==> src/rtl/uart16550_regs_if.sv <==
// rtl/uart16550_regs_if.sv - byte-wide register bus between bridge and UART core
interface uart16550_regs_if;
    logic [2:0] wb_addr_i;
    logic [7:0] wb_dat_i;
    logic [7:0] wb_dat_o;
    logic       wb_we_i;
    logic       wb_re_i;

    modport master (output wb_addr_i, output wb_dat_i, output wb_we_i, output wb_re_i,
                    input wb_dat_o);
    modport slave  (input wb_addr_i, input wb_dat_i, input wb_we_i, input wb_re_i,
                    output wb_dat_o);
endinterface

==> src/rtl/uart16550_regs.sv <==
// rtl/uart16550_regs.sv - 16450-mode UART: registers, baud generator, TX/RX, modem and interrupts
module uart16550_regs (
    input  logic                   clk,
    input  logic                   resetn,
    uart16550_regs_if.slave        bus,
    input  logic [3:0]             modem_inputs,
    output logic                   stx_pad_o,
    input  logic                   srx_pad_i,
    output logic                   rts_pad_o,
    output logic                   dtr_pad_o,
    output logic                   int_o
);
    localparam logic [2:0] S_IDLE  = 3'd0;
    localparam logic [2:0] S_START = 3'd1;
    localparam logic [2:0] S_DATA  = 3'd2;
    localparam logic [2:0] S_PAR   = 3'd3;
    localparam logic [2:0] S_STOP  = 3'd4;

    logic [3:0]  ier_q, ier_d;
    logic [7:0]  lcr_q, lcr_d;
    logic [4:0]  mcr_q, mcr_d;
    logic [7:0]  dll_q, dll_d, dlm_q, dlm_d, scr_q, scr_d, rbr_q, rbr_d, thr_q, thr_d;
    logic        dr_q, dr_d, oe_q, oe_d, pe_q, pe_d, fe_q, fe_d;
    logic        thre_q, thre_d, temt_q, temt_d, thre_int_q, thre_int_d;
    logic [15:0] baud_cnt_q, baud_cnt_d;
    logic [2:0]  tx_state_q, tx_state_d, tx_bit_q, tx_bit_d;
    logic [3:0]  tx_cnt_q, tx_cnt_d;
    logic [7:0]  tx_shift_q, tx_shift_d;
    logic        tx_par_q, tx_par_d, tx_stop2_q, tx_stop2_d;
    logic        rx_s1_q, rx_s1_d, rx_s2_q, rx_s2_d, rx_prev_q, rx_prev_d;
    logic [2:0]  rx_state_q, rx_state_d, rx_bit_q, rx_bit_d;
    logic [3:0]  rx_cnt_q, rx_cnt_d;
    logic [7:0]  rx_shift_q, rx_shift_d;
    logic        rx_perr_q, rx_perr_d;
    logic [3:0]  m_s1_q, m_s1_d, m_s2_q, m_s2_d, m_prev_q, m_prev_d, delta_q, delta_d;

    logic [15:0] divisor;
    logic        tick, dlab, loop_en, tx_line, ser_line;
    logic [2:0]  last_bit;
    logic [7:0]  data_mask, iir, lsr, msr, rd_data;
    logic [3:0]  m_in;
    logic        thr_wr, ier_rise, iir_ack;

    assign divisor   = {dlm_q, dll_q};
    assign tick      = (divisor != 16'd0) && (baud_cnt_q >= divisor - 16'd1);
    assign dlab      = lcr_q[7];
    assign loop_en   = mcr_q[4];
    assign last_bit  = {1'b0, lcr_q[1:0]} + 3'd4;
    assign data_mask = 8'hFF >> (2'd3 - lcr_q[1:0]);

    always_comb begin
        case (tx_state_q)
            S_START: tx_line = 1'b0;
            S_DATA:  tx_line = tx_shift_q[0];
            S_PAR:   tx_line = tx_par_q;
            default: tx_line = 1'b1;
        endcase
    end

    assign ser_line  = tx_line & ~lcr_q[6];
    assign stx_pad_o = loop_en ? 1'b1 : ser_line;
    assign rts_pad_o = mcr_q[1];
    assign dtr_pad_o = mcr_q[0];
    // modem_inputs[0..3] = cts, dsr, ri, dcd; loopback wires RTS->cts, DTR->dsr, OUT1->ri, OUT2->dcd
    assign m_in      = loop_en ? {mcr_q[3], mcr_q[2], mcr_q[0], mcr_q[1]} : modem_inputs;

    assign lsr = {1'b0, temt_q, thre_q, 1'b0, fe_q, pe_q, oe_q, dr_q};
    assign msr = {m_s2_q, delta_q};

    always_comb begin
        if (ier_q[2] && (oe_q || pe_q || fe_q)) iir = 8'h06;
        else if (ier_q[0] && dr_q)              iir = 8'h04;
        else if (ier_q[1] && thre_int_q)        iir = 8'h02;
        else if (ier_q[3] && (|delta_q))        iir = 8'h00;
        else                                    iir = 8'h01;
    end

    assign int_o = ~iir[0];

    always_comb begin
        case (bus.wb_addr_i)
            3'd0:    rd_data = dlab ? dll_q : rbr_q;
            3'd1:    rd_data = dlab ? dlm_q : {4'b0, ier_q};
            3'd2:    rd_data = iir;
            3'd3:    rd_data = lcr_q;
            3'd4:    rd_data = {3'b0, mcr_q};
            3'd5:    rd_data = lsr;
            3'd6:    rd_data = msr;
            default: rd_data = scr_q;
        endcase
    end

    assign bus.wb_dat_o = rd_data;

    always_comb begin
        ier_d = ier_q; lcr_d = lcr_q; mcr_d = mcr_q; dll_d = dll_q; dlm_d = dlm_q;
        scr_d = scr_q; rbr_d = rbr_q; thr_d = thr_q;
        dr_d = dr_q; oe_d = oe_q; pe_d = pe_q; fe_d = fe_q;
        thre_d = thre_q; temt_d = temt_q; thre_int_d = thre_int_q;
        tx_state_d = tx_state_q; tx_bit_d = tx_bit_q; tx_cnt_d = tx_cnt_q;
        tx_shift_d = tx_shift_q; tx_par_d = tx_par_q; tx_stop2_d = tx_stop2_q;
        rx_state_d = rx_state_q; rx_bit_d = rx_bit_q; rx_cnt_d = rx_cnt_q;
        rx_shift_d = rx_shift_q; rx_perr_d = rx_perr_q;
        rx_s1_d = loop_en ? ser_line : srx_pad_i;
        rx_s2_d = rx_s1_q;
        rx_prev_d = rx_s2_q;
        m_s1_d = m_in; m_s2_d = m_s1_q; m_prev_d = m_s2_q;
        delta_d = delta_q;
        thr_wr = 1'b0; ier_rise = 1'b0; iir_ack = 1'b0;
        baud_cnt_d = tick ? 16'd0 : ((divisor == 16'd0) ? 16'd0 : baud_cnt_q + 16'd1);

        // Read side effects come first so that sets below win over same-cycle clears.
        if (bus.wb_re_i) begin
            case (bus.wb_addr_i)
                3'd0:    if (!dlab) dr_d = 1'b0;
                3'd2:    iir_ack = (iir == 8'h02);
                3'd5:    begin oe_d = 1'b0; pe_d = 1'b0; fe_d = 1'b0; end
                3'd6:    delta_d = 4'd0;
                default: ;
            endcase
        end

        if (tick) begin
            case (tx_state_q)
                S_IDLE: if (!thre_q) begin
                    tx_shift_d = thr_q & data_mask;
                    tx_par_d   = (^(thr_q & data_mask)) ^ ~lcr_q[4];
                    thre_d     = 1'b1;
                    tx_cnt_d   = 4'd0;
                    tx_state_d = S_START;
                end
                S_START: begin
                    tx_cnt_d = tx_cnt_q + 4'd1;
                    if (tx_cnt_q == 4'd15) begin tx_state_d = S_DATA; tx_bit_d = 3'd0; end
                end
                S_DATA: begin
                    tx_cnt_d = tx_cnt_q + 4'd1;
                    if (tx_cnt_q == 4'd15) begin
                        tx_shift_d = tx_shift_q >> 1;
                        tx_bit_d   = tx_bit_q + 3'd1;
                        tx_stop2_d = 1'b0;
                        if (tx_bit_q == last_bit) tx_state_d = lcr_q[3] ? S_PAR : S_STOP;
                    end
                end
                S_PAR: begin
                    tx_cnt_d = tx_cnt_q + 4'd1;
                    if (tx_cnt_q == 4'd15) tx_state_d = S_STOP;
                end
                S_STOP: begin
                    tx_cnt_d = tx_cnt_q + 4'd1;
                    if (tx_cnt_q == 4'd15) begin
                        if (lcr_q[2] && !tx_stop2_q) tx_stop2_d = 1'b1;
                        else begin
                            tx_state_d = S_IDLE;
                            if (thre_q) temt_d = 1'b1;
                        end
                    end
                end
                default: tx_state_d = S_IDLE;
            endcase
        end

        if (rx_state_q == S_IDLE) begin
            if (rx_prev_q && !rx_s2_q) begin
                rx_state_d = S_START; rx_cnt_d = 4'd0; rx_shift_d = 8'd0; rx_perr_d = 1'b0;
            end
        end else if (tick) begin
            rx_cnt_d = rx_cnt_q + 4'd1;
            case (rx_state_q)
                S_START: begin
                    if (rx_cnt_q == 4'd7 && rx_s2_q) rx_state_d = S_IDLE;
                    else if (rx_cnt_q == 4'd15) begin rx_state_d = S_DATA; rx_bit_d = 3'd0; end
                end
                S_DATA: begin
                    if (rx_cnt_q == 4'd7) rx_shift_d[rx_bit_q] = rx_s2_q;
                    if (rx_cnt_q == 4'd15) begin
                        rx_bit_d = rx_bit_q + 3'd1;
                        if (rx_bit_q == last_bit) rx_state_d = lcr_q[3] ? S_PAR : S_STOP;
                    end
                end
                S_PAR: begin
                    if (rx_cnt_q == 4'd7) rx_perr_d = (^rx_shift_q) ^ rx_s2_q ^ ~lcr_q[4];
                    if (rx_cnt_q == 4'd15) rx_state_d = S_STOP;
                end
                S_STOP: if (rx_cnt_q == 4'd7) begin
                    rbr_d = rx_shift_q;
                    dr_d  = 1'b1;
                    if (dr_q) oe_d = 1'b1;
                    if (lcr_q[3] && rx_perr_q) pe_d = 1'b1;
                    if (!rx_s2_q) fe_d = 1'b1;
                    rx_state_d = S_IDLE;
                end
                default: rx_state_d = S_IDLE;
            endcase
        end

        delta_d = delta_d | {m_s2_q[3] ^ m_prev_q[3], m_prev_q[2] & ~m_s2_q[2],
                             m_s2_q[1] ^ m_prev_q[1], m_s2_q[0] ^ m_prev_q[0]};

        if (bus.wb_we_i) begin
            case (bus.wb_addr_i)
                3'd0: if (dlab) begin dll_d = bus.wb_dat_i; baud_cnt_d = 16'd0; end
                      else begin
                          thr_d = bus.wb_dat_i; thre_d = 1'b0; temt_d = 1'b0; thr_wr = 1'b1;
                      end
                3'd1: if (dlab) begin dlm_d = bus.wb_dat_i; baud_cnt_d = 16'd0; end
                      else begin
                          ier_d    = bus.wb_dat_i[3:0];
                          ier_rise = bus.wb_dat_i[1] && !ier_q[1] && thre_q;
                      end
                3'd3:    lcr_d = bus.wb_dat_i;
                3'd4:    mcr_d = bus.wb_dat_i[4:0];
                3'd7:    scr_d = bus.wb_dat_i;
                default: ;
            endcase
        end

        if (iir_ack || thr_wr) thre_int_d = 1'b0;
        if ((thre_d && !thre_q) || ier_rise) thre_int_d = 1'b1;
    end

    always_ff @(posedge clk or negedge resetn) begin
        if (!resetn) begin
            ier_q <= 4'd0; lcr_q <= 8'h03; mcr_q <= 5'd0; dll_q <= 8'd0; dlm_q <= 8'd0;
            scr_q <= 8'd0; rbr_q <= 8'd0; thr_q <= 8'd0;
            dr_q <= 1'b0; oe_q <= 1'b0; pe_q <= 1'b0; fe_q <= 1'b0;
            thre_q <= 1'b1; temt_q <= 1'b1; thre_int_q <= 1'b0;
            baud_cnt_q <= 16'd0;
            tx_state_q <= S_IDLE; tx_bit_q <= 3'd0; tx_cnt_q <= 4'd0;
            tx_shift_q <= 8'd0; tx_par_q <= 1'b0; tx_stop2_q <= 1'b0;
            rx_s1_q <= 1'b1; rx_s2_q <= 1'b1; rx_prev_q <= 1'b1;
            rx_state_q <= S_IDLE; rx_bit_q <= 3'd0; rx_cnt_q <= 4'd0;
            rx_shift_q <= 8'd0; rx_perr_q <= 1'b0;
            m_s1_q <= 4'd0; m_s2_q <= 4'd0; m_prev_q <= 4'd0; delta_q <= 4'd0;
        end else begin
            ier_q <= ier_d; lcr_q <= lcr_d; mcr_q <= mcr_d; dll_q <= dll_d; dlm_q <= dlm_d;
            scr_q <= scr_d; rbr_q <= rbr_d; thr_q <= thr_d;
            dr_q <= dr_d; oe_q <= oe_d; pe_q <= pe_d; fe_q <= fe_d;
            thre_q <= thre_d; temt_q <= temt_d; thre_int_q <= thre_int_d;
            baud_cnt_q <= baud_cnt_d;
            tx_state_q <= tx_state_d; tx_bit_q <= tx_bit_d; tx_cnt_q <= tx_cnt_d;
            tx_shift_q <= tx_shift_d; tx_par_q <= tx_par_d; tx_stop2_q <= tx_stop2_d;
            rx_s1_q <= rx_s1_d; rx_s2_q <= rx_s2_d; rx_prev_q <= rx_prev_d;
            rx_state_q <= rx_state_d; rx_bit_q <= rx_bit_d; rx_cnt_q <= rx_cnt_d;
            rx_shift_q <= rx_shift_d; rx_perr_q <= rx_perr_d;
            m_s1_q <= m_s1_d; m_s2_q <= m_s2_d; m_prev_q <= m_prev_d; delta_q <= delta_d;
        end
    end
endmodule

==> src/flat_wrapper.sv <==
// flat-port wrapper written by rule: the top's interface ports become plain ports
module uart16550_regs_flat 
  (clk, resetn, modem_inputs, stx_pad_o, srx_pad_i, rts_pad_o, dtr_pad_o, int_o, bus_wb_addr_i, bus_wb_dat_i, bus_wb_we_i, bus_wb_re_i, bus_wb_dat_o);
  uart16550_regs_if bus_i ();
  input  logic clk;
  input  logic resetn;
  input  logic [3:0] modem_inputs;
  output logic stx_pad_o;
  input  logic srx_pad_i;
  output logic rts_pad_o;
  output logic dtr_pad_o;
  output logic int_o;
  input wire logic [$bits(bus_i.wb_addr_i)-1:0] bus_wb_addr_i;
  input wire logic [$bits(bus_i.wb_dat_i)-1:0] bus_wb_dat_i;
  input wire logic [$bits(bus_i.wb_we_i)-1:0] bus_wb_we_i;
  input wire logic [$bits(bus_i.wb_re_i)-1:0] bus_wb_re_i;
  output wire logic [$bits(bus_i.wb_dat_o)-1:0] bus_wb_dat_o;
  assign bus_i.wb_addr_i = bus_wb_addr_i;
  assign bus_i.wb_dat_i = bus_wb_dat_i;
  assign bus_i.wb_we_i = bus_wb_we_i;
  assign bus_i.wb_re_i = bus_wb_re_i;
  assign bus_wb_dat_o = bus_i.wb_dat_o;
  uart16550_regs u_core (.clk(clk), .resetn(resetn), .bus(bus_i), .modem_inputs(modem_inputs), .stx_pad_o(stx_pad_o), .srx_pad_i(srx_pad_i), .rts_pad_o(rts_pad_o), .dtr_pad_o(dtr_pad_o), .int_o(int_o));
endmodule
==> config.mk <==
export PLATFORM = sky130hd
export DESIGN_NAME = uart16550_regs_flat
export DESIGN_NICKNAME = d
export VERILOG_FILES = /design/src/rtl/uart16550_regs_if.sv /design/src/rtl/uart16550_regs.sv /design/src/flat_wrapper.sv
export SDC_FILE = /design/constraint.sdc
export NUM_CORES = 1
export LEC_CHECK = 0
export BUFFER_PORTS_ARGS = -buffer_cell sky130_fd_sc_hd__buf_2
export CORE_MARGIN = 2
export CORE_UTILIZATION = 45
export CTS_CLUSTER_DIAMETER = 100
export DETAILED_ROUTE_END_ITERATION = 10
export GPL_ROUTABILITY_DRIVEN = 0
export HOLD_SLACK_MARGIN = 0.1
export SETUP_SLACK_MARGIN = 0.1
export SYNTH_ARGS = -nofsm -noshare
export SYNTH_HDL_FRONTEND = slang
export SYNTH_SLANG_ARGS = --single-unit
==> constraint.sdc <==
create_clock -name clk -period 6.28 [get_ports clk]
set_input_delay 0.628 -clock clk [delete_from_list [all_inputs] [get_ports clk]]
set_output_delay 0.628 -clock clk [all_outputs]
set_load 0.05 [all_outputs]
==> flow_summary_export.csv, run 1 <==
group,metric,value,unit
status,status,"finished clean",
sta,fin_setup_tns,0,ns
drt,totalWireLength,19000,um
worst_setup_path,setup.worst_path.class,"flop to flop",
floorplan,fp.coreArea,16600,sq um
drt,vias_per_cell,5.89,
synthesis,synth.area.top_cells,"dfrtp_1, mux2_2, xnor2_1, ha_1, nand2_1",
sta,skew,0.00867,ns
worst_setup_path,ff2ff_setup_slack,1.63,ns
sta,slew_viol_final,0,
global_route,gr-total-overflow,0,
layout,drive_gt1_frac,0.215,
synthesis,netlist_top_cells_count,"dfrtp_1, mux2_2, nand2_1",
worst_setup_path,crit_required,6.58,ns
clock_network,clock_path_buffers,2,
drt,drt-wirelength-per-cell,19.4,um
global_route,grt_pass1_vias,5623,
global_route,grt_pass1_wl,31000,um
clock_network,cts_sinks,138,
worst_setup_path,r2r.worst_path.cells,13,
layout,nets,791,
layout,areaGrowthSynthToFinish,11.6,%
synthesis,synthCells,730,
placement,dp_cells,950,
synthesis,synth.most_common_cell,"dfrtp_1",
drt,postRouteAntennaNets,0,
sta,worst_slew_pin_slew,1.31,ns
clock_network,cts.clk_slew.worst_paths,0.06,ns
worst_setup_path,rr_startpoint,"u_core.dll_q[0]",
power_and_ir_drop,powerDensity,384,nW/um^2
synthesis,synthFlopType,"dfrtp_1",
worst_setup_path,worstSetupEndpointType,"flop",
floorplan,io_pins,32,
clock_network,cts-buffers-inserted,17,
synthesis,syn_nets,772,
synthesis,synth_edf_count,0,
power_and_ir_drop,leakagePower,3.69,nW
worst_setup_path,reg2reg_to,"u_core.tx_shift_q[3]",
synthesis,yosysTopAreaCell,"dfrtp_1",
drt,drc,0,
drt,drt_pass1_iterations,5,
clock_network,htreeDepth,4,
synthesis,synth_warnings,0,
synthesis,syn_area_per_cell,10.4,sq um
sta,maxSlewHeadroom,0.121,
floorplan,placementRows,47,
floorplan,fp.dieW,134,um
worst_hold_path,hold_class,"input pin to async pin",
synthesis,syn_area,7620,sq um
sta,rsz0062_at_grt,"false",
synthesis,synth.top_cell.area_share,0.430,
clock_network,cts-root-buf,"clkbuf_16",
placement,dp_hpwl,13700,um
synthesis,yosysSeqAreaShare,0.454,
floorplan,dieArea,18000,sq um
synthesis,async_flop_share,1.00,
floorplan,fp.dieH,134,um
layout,final_cells,983,
floorplan,initial_core_util,0.460,
clock_network,post_cts_buffers,0,
clock_network,cts_tree,"built",
global_route,antenna_found_initial,0,
global_route,grtUsageTotal,0.223,
sta,finalCriticalPeriod,4.65,ns
worst_setup_path,critPathLaunchType,"flop",
clock_network,clk_latency,0.43,ns
sta,clock.fmax,215,MHz
synthesis,synthDistinctLibCells,69,
placement,port_buffers,31,
sta,fin_crit_sh,0.740,
worst_setup_path,arrival,4.95,ns
global_route,grt_max_degree,78,
clock_network,ctsHoldBuffers,0,
worst_setup_path,crit_fanout,21,
sta,hold_violations,0,
power_and_ir_drop,vdd_ir_drop_max,0.230,mV
synthesis,synth.ff_latch_count,138,
clock_network,cts_resized,0,
drt,vias,5785,
worst_setup_path,critical_path.endpoint,"u_core.tx_shift_q[3]",
sta,setup_viol,0,
job,maxCapViolations,0,
worst_setup_path,cp-startpoint,"u_core.dll_q[0]",
drt,drt_iter0_drc,506,
[logic make-up after synthesis]
kind of cell             Yosys count  synth area share
adder cells (fa/ha/maj)           22            0.0361
AND/OR/NAND/NOR                  226             0.147
multiplexers                      96             0.145
AO/OA/AOI/OAI                    140             0.125
buffers and inverters             55            0.0318
flip-flops                       138             0.454
XOR/XNOR                          53            0.0609
[state kept, by name (all words and copies together), names as in the netlist, 5 cells and up]
| register | cells |
|---|---|
| u_core.baud_cnt_q | 16 |
| u_core.dll_q | 8 |
| u_core.dlm_q | 8 |
| u_core.lcr_q | 8 |
| u_core.rbr_q | 8 |
| u_core.rx_shift_q | 8 |
| u_core.scr_q | 8 |
| u_core.thr_q | 8 |
| u_core.tx_shift_q | 8 |
| u_core.mcr_q | 5 |
[stage by stage]
stage	worst slack (ns)	cell area [sq um]	power, mW	hold slack, ns	util
after floorplan	2.81	7620	1.99	0.331	-
after global placement	1.89	7920	2.23	0.334	0.477
after detailed placement	1.74	7920	2.26	0.336	0.477
after CTS	1.71	8510	3.28	0.191	0.513
after global routing	1.31	8510	3.46	0.213	0.513
final	1.63	8510	3.27	0.178	0.513
[power breakdown]
group	switching (mW)	internal [mW]	total [mW]
registers	0.252	1.07	1.32
clock network	0.441	0.569	1.01
logic	0.524	0.412	0.936
total	1.22	2.05	3.27
[worst max-delay path, cell delays in order, from the launching register on]
cell and delay, ns:
dfrtp_1 0.42, inv_1 0.10, ha_1 0.25, nor3b_1 0.36, nand2_1 0.17, nor4b_1 0.40
xnor2_1 0.12, ha_1 0.32, nand4_2 0.13, nor3_2 0.24, nand3b_2 0.16, a31oi_2 0.93
and3_1 0.53, mux2_2 0.38
[per-layer routing]
layer	routed length (um)	GRT usage
met1	8990	0.321
met2	8580	0.331
met3	920	0.0423
met4	537	0.0906
met5	0	0
[worst min-delay path by stage]
stage                      endpoint  slack, ns  cells past startpoint
2_1_floorplan  u_core.baud_cnt_q[0]       0.33                      0
5_1_grt          u_core.rx_cnt_q[1]       0.21                      1
3_3_place_gp     u_core.m_prev_d[0]       0.33                      0
6_report         u_core.rx_cnt_q[1]       0.18                      1
4_1_cts          u_core.rx_cnt_q[1]       0.19                      1
3_5_place_dp     u_core.m_prev_d[2]       0.34                      0
[final cells by class]
| cell class | instances | area, sq um |
|---|---|---|
| Clock inverter | 15 | 165 |
| Fill cell | 1525 | 8070 |
| Multi-Input combinational cell | 537 | 3930 |
| Inverter | 23 | 86.3 |
| Timing Repair Buffer | 32 | 169 |
| Sequential cell | 138 | 3460 |
| Antenna cell | 1 | 2.50 |
| Clock buffer | 17 | 425 |
| Tap cell | 220 | 275 |
[cell usage in the layout, fill, tap and decap left out, types with 19 or more instances in the layout]
cell and count:
o21ai_0 31, a21oi_1 30, nand3_1 23, inv_1 23
xnor2_1 34, nor2_1 50, mux2_2 75, ha_1 22
dfrtp_1 131, xor2_1 19, buf_2 30, nand2_1 70
Note: power is estimated with default switching activity, not from simulation.
==> run 2: changes to the inputs <==
--- a/config.mk
+++ b/config.mk
@@ -5,6 +5,7 @@
 export SDC_FILE = /design/constraint.sdc
 export NUM_CORES = 1
 export LEC_CHECK = 0
+export ABC_AREA = 1
 export BUFFER_PORTS_ARGS = -buffer_cell sky130_fd_sc_hd__buf_2
 export CORE_MARGIN = 2
 export CORE_UTILIZATION = 45
==> constraint.sdc (replaced) <==
create_clock -name clk -period 4.5 [get_ports clk]
set_input_delay 0.45 -clock clk [delete_from_list [all_inputs] [get_ports clk]]
set_output_delay 0.45 -clock clk [all_outputs]
set_load 0.05 [all_outputs]
==> run 2 against run 1 <==
  * Routed wire length hardly changed
  * Largest cell class unchanged
  * Clock-buffer cell count increased by 5
  * Synthesized area grew 0.64%
  * Clock power up 31%
  * Combinational power grew 41%
==> flow_summary_export.csv, run 2 <==
group,metric,value,unit
floorplan,fp.dieW,135,um
synthesis,synth_warnings,0,
drt,totalWireLength,19000,um
synthesis,synth.top_cell.area_share,0.427,
floorplan,fp.coreArea,16600,sq um
global_route,grt_pass1_wl,31600,um
synthesis,synthFlopType,"dfrtp_1",
synthesis,synthDistinctLibCells,49,
global_route,antenna_found_initial,0,
worst_setup_path,worstSetupEndpointType,"flop",
sta,hold_violations,0,
placement,dpl_cell_area,8000,sq um
placement,port_buffers,31,
floorplan,fp.dieH,135,um
worst_hold_path,hold_class,"input pin to flop",
sta,maxSlewHeadroom,0.211,
layout,final_cell_mix,"nand2_1, dfrtp_1, inv_1, o21ai_0, nand3_1",
worst_setup_path,cp_slowest_cell,"dfrtp_1",
synthesis,synthCells,962,
synthesis,netlist_top_cells_count,"nand2_1, dfrtp_1, inv_1",
floorplan,placementRows,47,
sta,clock.fmax,306,MHz
floorplan,dieArea,18100,sq um
synthesis,synth.ff_latch_count,138,
drt,vias,6332,
status,status,"finished clean",
worst_setup_path,cpPeakStageDelay,0.43,ns
synthesis,syn_area_per_cell,7.98,sq um
sta,fin_setup_tns,0,ns
worst_setup_path,rr_startpoint,"u_core.dll_q[2]",
clock_network,cts.clk_slew.worst_paths,0.06,ns
worst_setup_path,crit_fanout,16,
clock_network,cts_sinks,138,
sta,fin_crit_sh,0.726,
layout,regMostFlops,"u_core.baud_cnt_q",
sta,slew_viol_final,0,
layout,design_area,8560,sq um
drt,drc,0,
worst_setup_path,arrival,3.58,ns
sta,setup_viol,0,
global_route,grt_pass1_vias,6046,
worst_setup_path,crit_required,4.81,ns
synthesis,syn_nets,1004,
global_route,gr-total-overflow,0,
drt,drt-wirelength-per-cell,15.5,um
power_and_ir_drop,vdd_ir_drop_max,0.288,mV
synthesis,synth_edf_count,0,
synthesis,syn_area,7670,sq um
clock_network,cts_resized,0,
layout,final_common_cell,"nand2_1",
power_and_ir_drop,powerDensity,510,nW/um^2
worst_setup_path,worstPathCellList,"inv_1 > nand2_1 > nor2_2 > nand3b_2 > nor3_4 > nand3_2 > nor2_1 > nand2_1 > xor2_1 > inv_1 > ha_1 > nand2_1 > nor3_1 > nand2_1 > nand2_4 > nand2_4 > inv_4 > nand2_4 > inv_2 > nand2_2 > nand2_1 > nand2_1",
job,maxCapViolations,0,
worst_setup_path,cp-startpoint,"u_core.dll_q[2]",
layout,areaGrowthSynthToFinish,11.6,%
worst_setup_path,setup.worst_path.class,"flop to flop",
clock_network,clk_latency,0.42,ns
synthesis,yosysTopAreaCell,"dfrtp_1",
sta,worst_slew_pin_slew,1.18,ns
sta,finalCriticalPeriod,3.27,ns
sta,rsz0062_at_grt,"false",
power_and_ir_drop,leakagePower,4.25,nW
clock_network,cts-buffers-inserted,17,
global_route,grt_max_degree,55,
global_route,grtUsageTotal,0.226,
clock_network,htreeDepth,4,
layout,nets,1037,
floorplan,initial_core_util,0.461,
layout,largest_register_ffs,16,
floorplan,io_pins,32,
synthesis,yosysSeqAreaShare,0.451,
layout,drive_gt1_frac,0.129,
worst_hold_path,min_from,"modem_inputs[0]",
synthesis,async_flop_share,1.00,
drt,drt_iter0_drc,386,
drt,postRouteAntennaNets,0,
drt,drt_pass1_iterations,5,
clock_network,cts_tree,"built",
placement,dp_hpwl,13900,um
worst_setup_path,crit_path_frequent_cell,"nand2_1",
synthesis,synth.most_common_cell,"nand2_1",
layout,antenna_cells,0,
worst_setup_path,critPathLaunchType,"flop",
synthesis,synth.area.top_cells,"dfrtp_1, nand2_1, inv_1, o21ai_0, ha_1",
drt,vias_per_cell,5.16,
clock_network,post_cts_buffers,0,
sta,skew,0.00867,ns
clock_network,clock_path_buffers,2,
clock_network,cts-root-buf,"clkbuf_16",
==> run 2: cell type report <==
| class | instances | area, sq um |
|---|---|---|
| clock buffers | 22 | 444 |
| clock inverters | 10 | 105 |
| fillers | 1635 | 8080 |
| inverters | 103 | 389 |
| multi-input cells | 701 | 3700 |
| flip-flops and latches | 138 | 3460 |
| well taps | 220 | 275 |
| repair buffers | 34 | 186 |
==> run 2: cells by family after synthesis <==
family,share of synthesized area
simple gates,0.298
compound gates,0.100
fa+ha+maj,0.0359
flops,0.451
xor+xnor,0.0479
buf+inv,0.0667
==> run 2: repair_timing <==
action	CTS	global route
hold buffers	1	0
endpoints found under the setup margin	0	0
endpoints found under the hold margin	50	0
==> run 2: critical path, delay by kind of cell (launching register included) <==
kind / cells / cell delay (ns)
and+or+nand+nor: 16 / 1.81
buffers and inverters: 4 / 0.48
DFF: 1 / 0.43
adders and majority gates: 1 / 0.29
xor gates and xnor gates: 1 / 0.16
==> run 2: path summary, 6_finish.rpt <==
path / cells past startpoint / endpoint / slack (ns)
max: 22 / u_core.tx_shift_q[0] / 1.23
min: 3 / u_core.m_s1_q[0] / 0.23
max reg2reg: 22 / u_core.tx_shift_q[0] / 1.23
min reg2reg: 0 / u_core.m_prev_d[2] / 0.35
max in group asynchronous: 3 / u_core.lcr_q[1] / 2.96
min in group asynchronous: 2 / u_core.baud_cnt_q[4] / 0.56
==> run 2: stage by stage <==
| stage | total power, mW | hold slack (ns) | utilization | instances | setup slack [ns] |
|---|---|---|---|---|---|
| after floorplan | 2.73 | 0.154 | - | 962 | 1.71 |
| after global placement | 3.05 | 0.332 | 0.481 | 1195 | 1.31 |
| after detailed placement | 3.06 | 0.336 | 0.481 | 1195 | 1.25 |
| after CTS | 4.40 | 0.213 | 0.514 | 1228 | 1.23 |
| after global routing | 4.67 | 0.219 | 0.514 | 1228 | 0.799 |
| final | 4.36 | 0.226 | 0.514 | 1228 | 1.23 |
==> run 2: power by group <==
group          leakage [nW]  internal (mW)  switching (mW)
clock network         0.267          0.808           0.514
registers              1.78           1.47           0.249
logic                  2.19          0.467           0.857
total                  4.25           2.74            1.62
==> run 2: routing by layer <==
metal	routed length, um	share of wire	GRT usage
met2	8840	0.46	0.360
met3	714	0.038	0.0375
met5	0	0	0
met1	9140	0.48	0.315
met4	333	0.017	0.0749
